==> src/rtl/digit_entry_pkg.sv <==
// Shared types and constants for the digit entry / scan block.
`timescale 1ns/1ps
package digit_entry_pkg;

  typedef enum logic {
    SINGLE = 1'b0,
    SCAN   = 1'b1
  } mode_e;

  localparam int unsigned NUM_KEYS       = 6;
  localparam int unsigned KEY_COMMIT     = 4;
  localparam int unsigned KEY_MODE       = 5;
  localparam int unsigned KEY_NIB_MSB    = 0;
  localparam int unsigned NIB_W          = 4;
  localparam int unsigned DEF_NUM_DIGITS = 8;

  // Key KEY_NIB_MSB drives the nibble MSB; keys are active-low.
  function automatic logic [NIB_W-1:0] keys_to_nibble(input logic [NIB_W-1:0] ks_nib);
    logic [NIB_W-1:0] nib;
    nib = '0;
    for (int i = 0; i < int'(NIB_W); i++) begin
      nib[NIB_W-1-i] = ~ks_nib[i];
    end
    return nib;
  endfunction

endpackage

==> src/rtl/digit_entry_scan_if.sv <==
// Key inputs and decoder-facing display signals of digit_entry_scan.
`timescale 1ns/1ps
interface digit_entry_scan_if #(
  parameter int unsigned NUM_DIGITS = digit_entry_pkg::DEF_NUM_DIGITS
);
  import digit_entry_pkg::*;

  localparam int unsigned PTR_W = $clog2(NUM_DIGITS);

  logic [NUM_KEYS-1:0] key_n;
  logic [PTR_W-1:0]    cs_pointer;
  logic [NIB_W-1:0]    dig_val;
  logic                dig_dot;
  logic                dig_blank;
  logic [PTR_W:0]      fill_cnt;
  logic                scan_mode;

  // Key source / display sink side.
  modport master (
    output key_n,
    input  cs_pointer, dig_val, dig_dot, dig_blank, fill_cnt, scan_mode
  );

  // Digit entry block side.
  modport slave (
    input  key_n,
    output cs_pointer, dig_val, dig_dot, dig_blank, fill_cnt, scan_mode
  );

endinterface

==> src/rtl/digit_entry_scan_key_sync_edge.sv <==
// N-stage synchroniser plus falling-edge (press) detector for active-low keys.
`timescale 1ns/1ps
module key_sync_edge #(
  parameter int unsigned WIDTH  = 6,
  parameter int unsigned STAGES = 2
) (
  input  logic             clk_1kHz,
  input  logic             rst_n,
  input  logic [WIDTH-1:0] d_n,
  output logic [WIDTH-1:0] ks,
  output logic [WIDTH-1:0] press
);

  logic [WIDTH-1:0] sync_q [STAGES];
  logic [WIDTH-1:0] sync_d [STAGES];
  logic [WIDTH-1:0] ks_prev_q;
  logic [WIDTH-1:0] ks_prev_d;

  // Stages reset to released so a key held at reset needs a fresh 1->0 edge.
  always_ff @(posedge clk_1kHz or negedge rst_n) begin
    if (!rst_n) begin
      for (int unsigned i = 0; i < STAGES; i++) begin
        sync_q[i] <= '1;
      end
      ks_prev_q <= '1;
    end else begin
      for (int unsigned i = 0; i < STAGES; i++) begin
        sync_q[i] <= sync_d[i];
      end
      ks_prev_q <= ks_prev_d;
    end
  end

  always_comb begin
    sync_d[0] = d_n;
    for (int unsigned i = 1; i < STAGES; i++) begin
      sync_d[i] = sync_q[i-1];
    end
    ks_prev_d = sync_q[STAGES-1];
  end

  assign ks    = sync_q[STAGES-1];
  assign press = ks_prev_q & ~ks;

endmodule

==> src/rtl/digit_entry_scan.sv <==
// Live hex nibble entry, 8-deep commit history and single/scan display selection.
`timescale 1ns/1ps
module digit_entry_scan
  import digit_entry_pkg::*;
#(
  parameter int unsigned NUM_DIGITS  = DEF_NUM_DIGITS,
  parameter int unsigned SYNC_STAGES = 2
) (
  input  logic               clk_1kHz,
  input  logic               rst_n,
  digit_entry_scan_if.slave  bus
);

  localparam int unsigned PTR_W = $clog2(NUM_DIGITS);
  localparam int unsigned CNT_W = PTR_W + 1;

  logic [NUM_KEYS-1:0] ks;
  logic [NUM_KEYS-1:0] press;
  logic [NIB_W-1:0]    live_nib;
  logic                do_commit;
  logic                do_toggle;
  logic                do_clear;
  logic                unused_key_bits_c;

  mode_e            mode_q, mode_d;
  logic [PTR_W-1:0] ptr_q, ptr_d;
  logic [CNT_W-1:0] fill_q, fill_d;
  logic [NIB_W-1:0] digit_buf_q [NUM_DIGITS];
  logic [NIB_W-1:0] digit_buf_d [NUM_DIGITS];

  logic [NIB_W-1:0] dig_val_c;
  logic             dig_dot_c;
  logic             dig_blank_c;

  key_sync_edge #(
    .WIDTH  (NUM_KEYS),
    .STAGES (SYNC_STAGES)
  ) u_key_sync_edge (
    .clk_1kHz (clk_1kHz),
    .rst_n    (rst_n),
    .d_n      (bus.key_n),
    .ks       (ks),
    .press    (press)
  );

  assign live_nib  = keys_to_nibble(ks[KEY_NIB_MSB +: NIB_W]);
  assign do_commit = press[KEY_COMMIT] & ~press[KEY_MODE];
  assign do_toggle = press[KEY_MODE]   & ~press[KEY_COMMIT];
  assign do_clear  = press[KEY_COMMIT] &  press[KEY_MODE];

  // Nibble-key edges and command-key levels are not needed here.
  assign unused_key_bits_c = ^{ks[KEY_COMMIT], ks[KEY_MODE], press[KEY_NIB_MSB +: NIB_W]};

  always_ff @(posedge clk_1kHz or negedge rst_n) begin
    if (!rst_n) begin
      mode_q <= SINGLE;
      ptr_q  <= '0;
      fill_q <= '0;
      for (int unsigned k = 0; k < NUM_DIGITS; k++) begin
        digit_buf_q[k] <= '0;
      end
    end else begin
      mode_q <= mode_d;
      ptr_q  <= ptr_d;
      fill_q <= fill_d;
      for (int unsigned k = 0; k < NUM_DIGITS; k++) begin
        digit_buf_q[k] <= digit_buf_d[k];
      end
    end
  end

  always_comb begin
    mode_d      = mode_q;
    ptr_d       = ptr_q;
    fill_d      = fill_q;
    digit_buf_d = digit_buf_q;
    dig_val_c   = live_nib;
    dig_dot_c   = 1'b1;
    dig_blank_c = 1'b0;

    unique case (mode_q)
      SINGLE: begin
        ptr_d = '0;
      end
      SCAN: begin
        ptr_d       = PTR_W'(ptr_q + PTR_W'(1));
        dig_val_c   = digit_buf_q[ptr_q];
        dig_dot_c   = (ptr_q == '0) && (fill_q != '0);
        dig_blank_c = ({1'b0, ptr_q} >= fill_q);
      end
    endcase

    // Both command keys together clear; otherwise exactly one acts.
    if (do_clear) begin
      for (int unsigned k = 0; k < NUM_DIGITS; k++) begin
        digit_buf_d[k] = '0;
      end
      fill_d = '0;
      ptr_d  = '0;
    end else if (do_toggle) begin
      mode_d = (mode_q == SINGLE) ? SCAN : SINGLE;
      ptr_d  = '0;
    end else if (do_commit) begin
      for (int unsigned k = NUM_DIGITS - 1; k > 0; k--) begin
        digit_buf_d[k] = digit_buf_q[k-1];
      end
      digit_buf_d[0] = live_nib;
      if (fill_q != CNT_W'(NUM_DIGITS)) begin
        fill_d = CNT_W'(fill_q + CNT_W'(1));
      end
    end
  end

  assign bus.cs_pointer = ptr_q;
  assign bus.fill_cnt   = fill_q;
  assign bus.scan_mode  = (mode_q == SCAN);
  assign bus.dig_val    = dig_val_c;
  assign bus.dig_dot    = dig_dot_c;
  assign bus.dig_blank  = dig_blank_c;

endmodule

==> src/flat_wrapper.sv <==
// flat-port wrapper written by rule: the top's interface ports become plain ports
module digit_entry_scan_flat import digit_entry_pkg::*;
#(
  parameter int unsigned NUM_DIGITS  = DEF_NUM_DIGITS,
  parameter int unsigned SYNC_STAGES = 2
)
  (clk_1kHz, rst_n, bus_key_n, bus_cs_pointer, bus_dig_val, bus_dig_dot, bus_dig_blank, bus_fill_cnt, bus_scan_mode);
  digit_entry_scan_if #(.NUM_DIGITS(NUM_DIGITS)) bus_i ();
  input  logic clk_1kHz;
  input  logic rst_n;
  input wire logic [$bits(bus_i.key_n)-1:0] bus_key_n;
  output wire logic [$bits(bus_i.cs_pointer)-1:0] bus_cs_pointer;
  output wire logic [$bits(bus_i.dig_val)-1:0] bus_dig_val;
  output wire logic [$bits(bus_i.dig_dot)-1:0] bus_dig_dot;
  output wire logic [$bits(bus_i.dig_blank)-1:0] bus_dig_blank;
  output wire logic [$bits(bus_i.fill_cnt)-1:0] bus_fill_cnt;
  output wire logic [$bits(bus_i.scan_mode)-1:0] bus_scan_mode;
  assign bus_i.key_n = bus_key_n;
  assign bus_cs_pointer = bus_i.cs_pointer;
  assign bus_dig_val = bus_i.dig_val;
  assign bus_dig_dot = bus_i.dig_dot;
  assign bus_dig_blank = bus_i.dig_blank;
  assign bus_fill_cnt = bus_i.fill_cnt;
  assign bus_scan_mode = bus_i.scan_mode;
  digit_entry_scan #(.NUM_DIGITS(NUM_DIGITS), .SYNC_STAGES(SYNC_STAGES)) u_core (.clk_1kHz(clk_1kHz), .rst_n(rst_n), .bus(bus_i));
endmodule
==> config.mk <==
export PLATFORM = sky130hd
export DESIGN_NAME = digit_entry_scan_flat
export DESIGN_NICKNAME = d
export VERILOG_FILES = /design/src/rtl/digit_entry_pkg.sv /design/src/rtl/digit_entry_scan_if.sv /design/src/rtl/digit_entry_scan_key_sync_edge.sv /design/src/rtl/digit_entry_scan.sv /design/src/flat_wrapper.sv
export SDC_FILE = /design/constraint.sdc
export NUM_CORES = 1
export LEC_CHECK = 0
export CAP_MARGIN = 0
export CORE_MARGIN = 2
export CORE_UTILIZATION = 50
export CTS_CLUSTER_DIAMETER = 120
export DETAILED_ROUTE_END_ITERATION = 8
export PLACE_DENSITY_LB_ADDON = 0.15
export SLEW_MARGIN = 25
export SYNTH_ARGS = -nofsm -noshare
export SYNTH_HDL_FRONTEND = slang
export SYNTH_SLANG_ARGS = --single-unit
==> constraint.sdc <==
create_clock -name clk_1kHz -period 2.3 [get_ports clk_1kHz]
set_clock_uncertainty 0.1 [all_clocks]
set_input_delay 0.575 -clock clk_1kHz [delete_from_list [all_inputs] [get_ports clk_1kHz]]
set_output_delay 0.575 -clock clk_1kHz [all_outputs]
set_load 0.005 [all_outputs]
==> results of run 1 <==
-- layout by cell type, fill, tap and decap left out, types with 3 or more instances in the layout --
cell             synthesis  final
a22o_1                  28     28
buf_2                    0      7
buf_4                    0     19
clkbuf_8                 0      5
clkdlybuf4s50_1          0     14
dfrtp_1                 40     40
dfstp_2                 14     14
ha_1                     7      6
inv_1                    4      3
mux2i_1                 20     20
mux4_2                   4      4
nand2_1                  9      9
nand2b_1                 5      4
nor2_1                   4      4
o21ai_0                  9      8
-- sequential cells by signal (all words and copies together) (netlist names) --
signal and count:
u_core.digit_buf_q 32, u_core.u_key_sync_edge.ks 6, u_core.u_key_sync_edge.sync_d 6, u_core.bus.fill_cnt 4, u_core.bus.cs_pointer 3, u_core.u_key_sync_edge.ks_prev_q 2
u_core.bus.scan_mode 1
-- logic make-up (layout without fill, tap and decap cells) --
family | after synthesis | count (layout) | share of synthesized area [%]
and+or+nand+nor | 26 | 26 | 5.66
AOI/OAI and AO/OA | 42 | 42 | 14.1
adders and majority gates | 7 | 7 | 3.81
buffers and inverters | 15 | 56 | 3.48
muxes | 24 | 24 | 12.6
DFF | 54 | 54 | 59.5
xor gates and xnor gates | 2 | 2 | 0.762
-- per-layer routing --
metal	vias to the layer above	track usage [%]	routed length [um]
met4	0	6.71	70
met5	-	0	0
met2	30	31.0	2160
met1	771	28.5	2150
met3	8	4.78	137
li1	693	-	-
-- timing repair --
action	in CTS	in global routing
pin swaps	3	0
setup buffers	3	0
resized for setup	36	0
setup endpoints to repair	6	6
endpoints found under the hold margin	0	0
hold buffers	0	0
-- through the flow --
stage	util (%)	hold WS, ns	TNS [ns]
finish	64.2	0.0794	-0.888
global route	64.2	0.104	-1.32
CTS	64.2	0.0915	-0.971
detailed placement	61.2	0.247	-1.13
global placement	61.2	0.246	-0.969
floorplan	-	0.179	0
-- worst register-to-register path, delay by kind of cell, from the launching register on --
kind | cells | cell delay (ns)
buf+inv | 1 | 0.30
flops | 1 | 0.54
simple gates | 2 | 0.53
compound gates | 1 | 0.11
-- path summary, 6_finish.rpt --
path | to | startpoint | cells after the start
min | u_core.bus.fill_cnt[2]$_DFFE_PN0P_ | rst_n | 1
max | bus_dig_val[3] | u_core.bus.cs_pointer[0]$_DFF_PN0_ | 5
min reg2reg | u_core.u_key_sync_edge.ks[1]$_DFF_PN1_ | u_core.u_key_sync_edge.sync_d[1]$_DFF_PN1_ | 0
max in group asynchronous | u_core.u_key_sync_edge.ks[2]$_DFF_PN1_ | rst_n | 2
max reg2reg | u_core.digit_buf_q[31]$_DFFE_PN0P_ | u_core.u_key_sync_edge.ks[4]$_DFF_PN1_ | 4
min in group clk_1kHz | u_core.u_key_sync_edge.ks[1]$_DFF_PN1_ | u_core.u_key_sync_edge.sync_d[1]$_DFF_PN1_ | 0
-- where the power goes --
part	switching, uW	total [uW]	internal [uW]
combinational	487	1140	654
sequential	101	1190	1080
clock	314	597	283
total	902	2920	2020
-- area by class of cell --
type | count | area (um2) | share of cell area (%)
inverter | 5 | 21.3 | 0.755
clock inverter | 2 | 13.8 | 0.489
tap | 52 | 65.1 | 2.31
sequential | 54 | 1370 | 48.6
multi-input combinational | 101 | 885 | 31.4
clock buffer | 6 | 93.8 | 3.33
timing repair buffer | 43 | 369 | 13.1
==> flow_metrics.py, run 1 <==
metrics = {
    "status": {
        "outcome": "complete, but fails checks",
        "violations": "setup timing",
    },
    "routing": {
        "drc_errors": 0,
        "num_vias": 1502,
        "dr.pass1.iters": 4,
        "viasPerCell": 5.71,
        "wl_mm": 4.51,
        "ant_nets": 0,
        "drt_iter0_markers": 99,
        "wl_per_cell_um": 17.2,
    },
    "logic_synthesis": {
        "ys_types": 26,
        "syn-cell-area_um2": 2300,
        "yosys.area.top_type": "dfrtp_1",
        "synth_edf_count": 0,
        "yosys_warnings": 0,
        "syn_inst": 170,
        "post-synth-top-area-fraction_pct": 43.5,
        "synth_fp_nets": 185,
        "ys_seq_elements": 54,
        "synthTopCellsByCount": "40 x dfrtp_1, 28 x a22o_1, 20 x mux2i_1",
        "yosysSeqAreaShare_pct": 59.5,
        "synth_async_sr_flop_share_pct": 100,
        "synth.avg_cell_area_um2": 13.5,
        "synthFlopType": "dfrtp_1",
        "synth_area_leaders": "dfrtp_1 44%, dfstp_2 16%, a22o_1 11%, mux2i_1 8.7%, mux4_2 3.9%",
        "synth.most_common_cell": "dfrtp_1",
    },
    "worst_setup_path": {
        "crit_chain": "buf_12, mux2i_1, mux4_2, mux2i_1, buf_2",
        "cp_common_cell": "mux2i_1",
        "crit_fanout": 17,
        "worst_setup_path_end_kind": "output port",
        "critPathBufInv": 2,
        "max_stage_delay_ns": 0.47,
        "startpoint_type": "flop",
        "cp_slowest_cell": "mux4_2",
        "rrSetupSlack_ns": 0.62,
        "critical_path.top_delay_family": "multiplexers",
        "path_class": "reg -> out",
        "worst_ep_required_time_ns": 1.62,
        "crit_arrival_ns": 1.85,
    },
    "grt": {
        "grt_pass1_wl_mm": 7.89,
        "grt_pass1_vias": 1583,
        "grtUsageTotal_pct": 20.1,
        "grt.overflow.total": 0,
        "grt_max_degree": 39,
        "grt_antenna_before_repair": 0,
    },
    "power": {
        "power.total_uw": 2920,
        "leakage_uw": 0.00129,
        "power.density_nw_per_um2": 1040,
        "irDropWorstVdd_v": 0.000525,
    },
    "sta": {
        "fin_crit_sh_pct": 110,
        "slew_viol_final": 0,
        "fin_crit_ns": 2.53,
        "setup_viol": 5,
        "relSlewSlack_pct": 72.2,
        "hold_viol_final": 0,
        "rsz0062_at_grt": "true",
        "finalWorstSetupSlack_ns": -0.229,
        "fmax_mhz": 395,
        "worst_pin_slew_ns": 0.416,
    },
    "placed_design": {
        "place_hpwl_mm": 3.01,
        "pre_cts_slack_ns": -0.274,
        "io_buffers": 21,
        "place_congestion": 0.763,
        "place_area_um2": 2680,
        "dp.cells": 253,
    },
    "floorplan": {
        "die-width_um": 71.8,
        "die_h_um": 71.8,
        "die_area_um2": 5160,
        "row_count": 24,
        "start_util_pct": 52.5,
        "pin_count": 22,
        "coreArea_um2": 4380,
    },
    "clocking": {
        "max-clock-path-buffers": 2,
        "root_buffer": "clkbuf_8",
        "clk_pin_slew_ns": 0.10,
        "cts_made_buffers": 5,
        "cts_sinks": 54,
        "cts-htree-levels": 2,
        "insertion_delay_ns": 0.31,
        "cts_tree": "built",
    },
    "layout": {
        "filler_cell_count": 336,
        "drive_above_1_share_pct": 28.9,
        "postLayoutCellArea_um2": 2820,
        "stdcell_count": 263,
        "diodes": 0,
        "finalNetCount": 225,
        "synthToLayoutAreaGrowth_pct": 22.5,
    },
    "worst_hold_path": {
        "min_path_type": "in -> async",
    },
    "flow_run": {
        "cap_violations": 0,
    },
}
No activity file was read; power rests on OpenSTA's default activity.
==> inputs of run 2 (changes only) <==
MAX_ROUTING_LAYER = met4   (was not set)
==> run 2 against run 1 <==
Net effect: the flow still finishes with violations (setup timing); setup slack improved by 0.035 ns; utilization is 1.1 points lower; hold slack gained 0.078 ns; highest routed layer unchanged.
==> flow_metrics.py, run 2 (synthesis gave the netlist of run 1 again) <==
metrics = {
    "layout": {
        "filler_cell_count": 347,
        "final_cell_mix": "39 x dfrtp_1, 28 x a22o_1, 21 x buf_4",
        "drive_above_1_share_pct": 27.4,
        "diodes": 0,
        "largest-register": "u_core.digit_buf_q",
        "postLayoutCellArea_um2": 2770,
        "finalNetCount": 226,
        "synthToLayoutAreaGrowth_pct": 20.4,
        "largest_register_ffs": 32,
        "final_common_cell": "dfrtp_1",
    },
    "sta": {
        "slew_viol_final": 0,
        "finalWorstSetupSlack_ns": -0.194,
        "setup_viol": 5,
        "fin_crit_ns": 2.49,
        "worst_pin_slew_ns": 0.450,
        "rsz0062_at_grt": "true",
        "fmax_mhz": 401,
        "relSlewSlack_pct": 70.0,
        "fin_crit_sh_pct": 108,
        "hold_viol_final": 0,
    },
    "routing": {
        "drc_errors": 0,
        "ant_nets": 0,
        "drt_iter0_markers": 106,
        "wl_per_cell_um": 16.6,
        "num_vias": 1514,
        "wl_mm": 4.39,
        "viasPerCell": 5.73,
        "dr.pass1.iters": 4,
    },
    "placed_design": {
        "place_area_um2": 2700,
        "place_hpwl_mm": 2.91,
        "pre_cts_slack_ns": -0.231,
        "io_buffers": 21,
        "place_congestion": 0.775,
    },
    "floorplan": {
        "row_count": 24,
        "die-width_um": 71.8,
        "coreArea_um2": 4380,
        "pin_count": 22,
        "die_area_um2": 5160,
        "start_util_pct": 52.5,
        "die_h_um": 71.8,
    },
    "clocking": {
        "cts-htree-levels": 2,
        "cts_made_buffers": 5,
        "cts_sinks": 54,
        "clk_pin_slew_ns": 0.09,
        "cts_tree": "built",
        "insertion_delay_ns": 0.30,
        "root_buffer": "clkbuf_8",
        "holdBufCountCts": 0,
        "max-clock-path-buffers": 2,
    },
    "grt": {
        "grt.overflow.total": 0,
        "grt_pass1_vias": 1576,
        "grtUsageTotal_pct": 19.8,
        "grt_pass1_wl_mm": 7.58,
        "grt_antenna_before_repair": 0,
        "grt_max_degree": 55,
    },
    "flow_run": {
        "cap_violations": 0,
    },
    "power": {
        "power.density_nw_per_um2": 1010,
        "irDropWorstVdd_v": 0.000594,
        "power.total_uw": 2790,
        "leakage_uw": 0.00127,
    },
    "worst_setup_path": {
        "r2r_cells": 4,
        "path_class": "reg -> out",
        "crit_fanout": 17,
        "worst_setup_path_end_kind": "output port",
        "crit_arrival_ns": 1.82,
        "startpoint_type": "flop",
        "worst_ep_required_time_ns": 1.62,
    },
    "status": {
        "violations": "setup timing",
        "outcome": "complete, but fails checks",
    },
    "worst_hold_path": {
        "min_path_type": "in -> async",
    },
}
==> run 2: critical path: stages, from the launching register on <==
cell,delay [ns]
dfrtp_1,0.42
buf_12,0.17
mux2i_1,0.12
mux4_2,0.47
mux2i_1,0.19
buf_2,0.14
==> run 2: final cells by class <==
cell class	count	area, um2	share of cell area (%)
Clock buffer	7	76.3	2.76
Clock inverter	1	6.26	0.226
Sequential cell	54	1370	49.5
Multi-Input combinational cell	101	860	31.0
Inverter	5	18.8	0.678
Timing Repair Buffer	44	373	13.5
Tap cell	52	65.1	2.35
==> run 2: power by group <==
group	switching (uW)	internal [uW]	leakage (uW)
clock	292	217	0.0000428
combinational	450	622	0.000551
sequential	125	1090	0.000680
==> run 2: routing by layer <==
metal | wire (um) | vias up | global-route usage [%]
li1 | - | 699 | -
met1 | 2030 | 787 | 26.6
met2 | 2190 | 24 | 30.5
met3 | 134 | 4 | 4.64
met4 | 32 | 0 | 5.45
met5 | 0 | - | -
==> run 2: what timing repair did <==
item,CTS,global route
buffers inserted,1,1
setup endpoints to repair,6,7
resized for setup,28,3
hold endpoints to repair,0,0
pin swaps,2,1
==> run 2: through the flow <==
step / hold WS (ns) / utilization [%] / TNS [ns] / std cells
2_1_floorplan: 0.179 / - / 0 / 170
3_3_place_gp: 0.246 / 61.6 / -0.981 / 255
3_5_place_dp: 0.247 / 61.6 / -1.03 / 255
4_1_cts: 0.157 / 63.1 / -0.803 / 263
5_1_grt: 0.158 / 63.2 / -1.25 / 264
6_report: 0.157 / 63.2 / -0.712 / 264
==> run 2: worst paths after layout <==
path	startpoint	end	slack (ns)
hold / removal	rst_n	u_core.bus.fill_cnt[1]$_DFFE_PN0P_	0.16
min in group clk_1kHz	u_core.u_key_sync_edge.sync_d[5]$_DFF_PN1_	u_core.u_key_sync_edge.ks[5]$_DFF_PN1_	0.26
setup / recovery	u_core.bus.cs_pointer[0]$_DFF_PN0_	bus_dig_val[3]	-0.19
max in group asynchronous	rst_n	u_core.u_key_sync_edge.sync_d[0]$_DFF_PN1_	1.66
hold reg to reg	u_core.u_key_sync_edge.sync_d[5]$_DFF_PN1_	u_core.u_key_sync_edge.ks[5]$_DFF_PN1_	0.26
setup reg to reg	u_core.u_key_sync_edge.ks[4]$_DFF_PN1_	u_core.digit_buf_q[30]$_DFFE_PN0P_	0.59
